===== config.mk =====
export PLATFORM = sky130hd
export DESIGN_NAME = discrete_i2s_tx
export DESIGN_NICKNAME = d
export VERILOG_FILES = /design/src/rtl/discrete_i2s_tx.sv
export SDC_FILE = /design/constraint.sdc
export NUM_CORES = 1
export LEC_CHECK = 0
export ABC_AREA = 1
export CAP_MARGIN = 15
export CORE_MARGIN = 2
export CORE_UTILIZATION = 32
export DETAILED_ROUTE_END_ITERATION = 12
export SYNTH_ARGS = -nofsm -noshare
export SYNTH_HDL_FRONTEND = slang
export SYNTH_SLANG_ARGS = --single-unit

===== constraint.sdc =====
create_clock -name clk -period 2.5 [get_ports clk]
set_clock_uncertainty 0.05 [all_clocks]
set_input_delay 0.25 -clock clk [delete_from_list [all_inputs] [get_ports clk]]
set_output_delay 0.25 -clock clk [all_outputs]
set_load 0.01 [all_outputs]

===== src/rtl/discrete_i2s_tx.sv =====
// Mono-to-stereo I2S transmitter: a sample FIFO feeds 32-slot frames, with each
// sample duplicated to both channels and a one-bit delay after each lrck edge.
module discrete_i2s_tx #(
    parameter int BCLK_DIV   = 4,
    parameter int FIFO_DEPTH = 4
) (
    input  logic                          clk,
    input  logic                          I_RSTn,
    input  logic                          audio_clk_en,
    input  logic signed [15:0]            in,
    input  logic                          clear_flags,
    output logic                          sclk,
    output logic                          lrck,
    output logic                          sdata,
    output logic [$clog2(FIFO_DEPTH):0]   level,
    output logic                          overflow,
    output logic                          underflow
);

    localparam int AW    = $clog2(FIFO_DEPTH);
    localparam int LW    = AW + 1;
    localparam int DIV_W = (BCLK_DIV > 1) ? $clog2(BCLK_DIV) : 1;
    localparam logic [DIV_W-1:0] DIV_LAST = DIV_W'(BCLK_DIV - 1);

    logic [DIV_W-1:0] div_cnt;
    logic [4:0]       slot;
    logic [31:0]      shreg;
    logic [15:0]      mem [FIFO_DEPTH];
    logic [AW-1:0]    wr_ptr;
    logic [AW-1:0]    rd_ptr;
    logic [15:0]      last_s;

    logic        tick;
    logic        fall;
    logic [4:0]  slot_nx;
    logic        load;
    logic        pop;
    logic        push_ok;
    logic [15:0] head;
    logic [15:0] frame_s;

    always_comb begin
        tick    = (div_cnt == DIV_LAST);
        fall    = tick && sclk;
        slot_nx = slot + 5'd1;
        load    = fall && (slot_nx == 5'd1);
        pop     = load && (level != '0);
        // A pop in the same cycle frees the entry the push needs, so a full FIFO still accepts.
        push_ok = audio_clk_en && ((level != LW'(FIFO_DEPTH)) || pop);
        head    = mem[rd_ptr];
        frame_s = pop ? head : last_s;
    end

    assign sdata = shreg[31];

    always_ff @(posedge clk) begin
        if (I_RSTn && push_ok)
            mem[wr_ptr] <= in;
    end

    always_ff @(posedge clk) begin
        if (!I_RSTn) begin
            div_cnt   <= '0;
            sclk      <= 1'b0;
            lrck      <= 1'b0;
            slot      <= '0;
            shreg     <= '0;
            wr_ptr    <= '0;
            rd_ptr    <= '0;
            level     <= '0;
            last_s    <= '0;
            overflow  <= 1'b0;
            underflow <= 1'b0;
        end else begin
            div_cnt <= tick ? '0 : div_cnt + 1'b1;
            if (tick)
                sclk <= ~sclk;

            if (fall) begin
                slot <= slot_nx;
                lrck <= slot_nx[4];
                if (load)
                    shreg <= {frame_s, frame_s};
                else
                    shreg <= {shreg[30:0], 1'b0};
            end

            if (pop) begin
                rd_ptr <= rd_ptr + 1'b1;
                last_s <= head;
            end
            if (push_ok)
                wr_ptr <= wr_ptr + 1'b1;
            level <= level + LW'(push_ok) - LW'(pop);

            // A set condition wins over a same-cycle clear.
            if (audio_clk_en && !push_ok)
                overflow <= 1'b1;
            else if (clear_flags)
                overflow <= 1'b0;

            if (load && (level == '0))
                underflow <= 1'b1;
            else if (clear_flags)
                underflow <= 1'b0;
        end
    end

endmodule


==> impl_metrics.tcl <==
set metrics [dict create \
    die_width_um 133 \
    die_h_um 133 \
    worst_pin_slew_ns 0.609 \
    fin_ws_ns 0.155 \
    leakagePower_uw 0.00252 \
    reg2reg_to "level[1]" \
    cts.clk_slew.worst_paths_ns 0.06 \
    grt_remaining_overflow 0 \
    reg2reg_from "slot[1]" \
    ios 28 \
    p_int_uw 4120 \
    drt-total-wl_um 11000 \
    status "finished, final reports clean" \
    critPathLaunch "slot[1]" \
    hold_class "in2reg" \
    dpl.cell_count 806 \
    wl_per_cell_um 13.1 \
    drive_gt1_share_pct 10.0 \
    diodes 0 \
    finalHoldViolCount 0 \
    drt_iter0_drc 242 \
    routabilityCongestion 0.774 \
    grt_use_total_pct 13.1 \
    dr_total_vias 3900 \
    portBuffers 27 \
    max_freq_ghz 0.427 \
    ant_nets 0 \
    synth_seq_cells 131 \
    path_class "reg2reg" \
    syn2layout_area_growth_pct 21.9 \
    grt_max_degree 36 \
    power_density_nw_per_um2 808 \
    grt_pass1_vias 3698 \
    syn_nets 601 \
    dr.pass1.iters 5 \
    fin_crit_sh_pct 93.8 \
    hpwl_um 6980 \
    ys_types 31 \
    synth_area_per_cell_um2 9.35 \
    synthTopCellsByArea "edfxtp_1, dfxtp_1, nand2_1" \
    setup_violations 0 \
    cp-start-kind "flop" \
    max_slew_margin_pct 59.4 \
    routed_via_density 4.65 \
    clock_latency_ns 0.41 \
    dp_slack_ns 0.0583 \
    irDropWorstVdd_mv 0.512 \
    design.die.area_um2 17800 \
    path_max_fanout 5 \
    hold_depth 1 \
    final_common_cell "nand2_1" \
    synth_top_area_share_pct 35.9 \
    n_fill_cell 1601 \
    p_clk_share_pct 48.6 \
    synth.cell_area_um2 5350 \
    synth_seq_area_share_pct 61.0 \
    cts_tree "built" \
    mostFrequentLayoutCells "nand2_1, nand3_1, a21oi_1" \
    core_um2 16500 \
    swShare_pct 21.8 \
    postCtsSetupBuffers 0 \
    ys_warn_count 0 \
    final_nets 634 \
    reg2reg_slack_ns 0.16 \
    rows 47 \
    netSwitchingPower_uw 1150 \
    grt_first_pass_wirelength_um 18400 \
    syn_inst 572 \
    hp-start "in[9]" \
    drc_errors 0 \
    start_util_pct 32.5 \
    cts_buffer_depth 2 \
    antenna_found_initial 0 \
    yosys.area.top_type "edfxtp_1" \
    min_to "mem[1][9]" \
    numCtsBuffers 17 \
    worst_r2r_path_depth 13 \
    drv_slew 0 \
    drv_cap 0 \
    p_seq_share_pct 44.9 \
    finalCriticalPeriod_ns 2.34 \
    cp_data_arrival_time_ns 2.61 \
    rsz0062_at_grt "false" \
    cts_sinks 131 \
    root_buffer "clkbuf_16" \
    htreeDepth 4 \
    combPwrFrac_pct 6.6 \
    fin_cells 838 \
    end_kind "flop" \
    cp.required_ns 2.77 \
]
## logic make-up (layout without fill, tap and decap cells)
family          Yosys count  count (layout)  synth area share, %
fa+ha+maj                 9               9                 2.25
buf+inv                  70             116                 5.36
flops                   131             131                 61.0
xor+xnor                  2               2                0.327
simple gates            250             250                 20.7
compound gates          110             110                 10.4
## layout make-up
| cell class | count | area (µm²) | share of cell area, % |
|---|---|---|---|
| inverter | 41 | 154 | 2.36 |
| clock buffer | 18 | 429 | 6.58 |
| timing repair buffer | 43 | 390 | 5.99 |
| multi-input combinational | 371 | 1820 | 27.9 |
| clock inverter | 14 | 188 | 2.88 |
| sequential | 131 | 3270 | 50.1 |
| tap | 220 | 275 | 4.22 |
## power groups by stage
stage          clock network (µW)  registers (µW)  logic, µW
6_report                     2560            2360        347
5_1_grt                      2720            2370        389
4_1_cts                      2610            2360        344
3_5_place_dp                    0            2410        341
3_3_place_gp                    0            2400        335
2_1_floorplan                   0            2410        195
## what timing repair did
item	4_1_cts	5_1_grt
hold buffers	0	0
setup endpoints to repair	0	33
hold endpoints to repair	0	0
gates resized for setup	0	6
## metrics by stage
stage	total power, µW	util, %	TNS (ns)	cell area [µm²]	hold slack (ns)
floorplan	2600	-	-2.41	5350	0.299
global placement	2740	35.7	0	5880	0.362
detailed placement	2750	35.7	0	5880	0.396
CTS	5320	39.5	0	6500	0.399
global route	5480	39.6	0	6520	0.420
finish	5270	39.6	0	6520	0.416
## routing by layer
metal  vias to the layer above  GRT usage (%)  share of wire (%)
li1                       2009              -                  -
met1                      1791           17.0                 47
met2                        83           20.8                 47
met3                        17           3.81                3.9
met4                         0           4.73                1.4
met5                         -              0                  0
## state kept, by name (all words and copies together) (netlist names), 2 cells and up, named ones only
register / flops
shreg: 32
div_cnt: 2
rd_ptr: 2
wr_ptr: 2
slot: 4
level: 3
last_s: 16
mem: 64
## how the worst max path moves through the flow
stage / cells after the start / to
3_3_place_gp: 13 / level[1]
6_report: 13 / level[1]
5_1_grt: 13 / level[1]
4_1_cts: 13 / level[1]
3_5_place_dp: 13 / level[1]
2_1_floorplan: 9 / mem[0][0]
## critical path: stages (launching register included)
cell and delay, ns:
dfxtp_2 0.37, ha_2 0.22, nand3_1 0.08, nand2_1 0.11
nand2_2 0.11, nor2_4 0.13, nand2_1 0.08, nand2_1 0.13
nand2_1 0.11, o21ai_1 0.14, ha_1 0.18, fa_1 0.42
nand2_1 0.08, inv_1 0.03
## synth_stat cells, drive strengths merged
library cell / n
o22ai: 1
inv: 40
nor3b: 1
nand2: 136
ha: 8
a211oi: 1
nand4: 3
fa: 1
edfxtp: 64
clkinv: 1
buf: 8
o21ai: 37
xor2: 2
clkbuf: 21
a21oi: 71
nor2: 30
nand3b: 1
nand3: 76
nor3: 3
dfxtp: 67
Note: power is estimated with default switching activity, not from simulation.
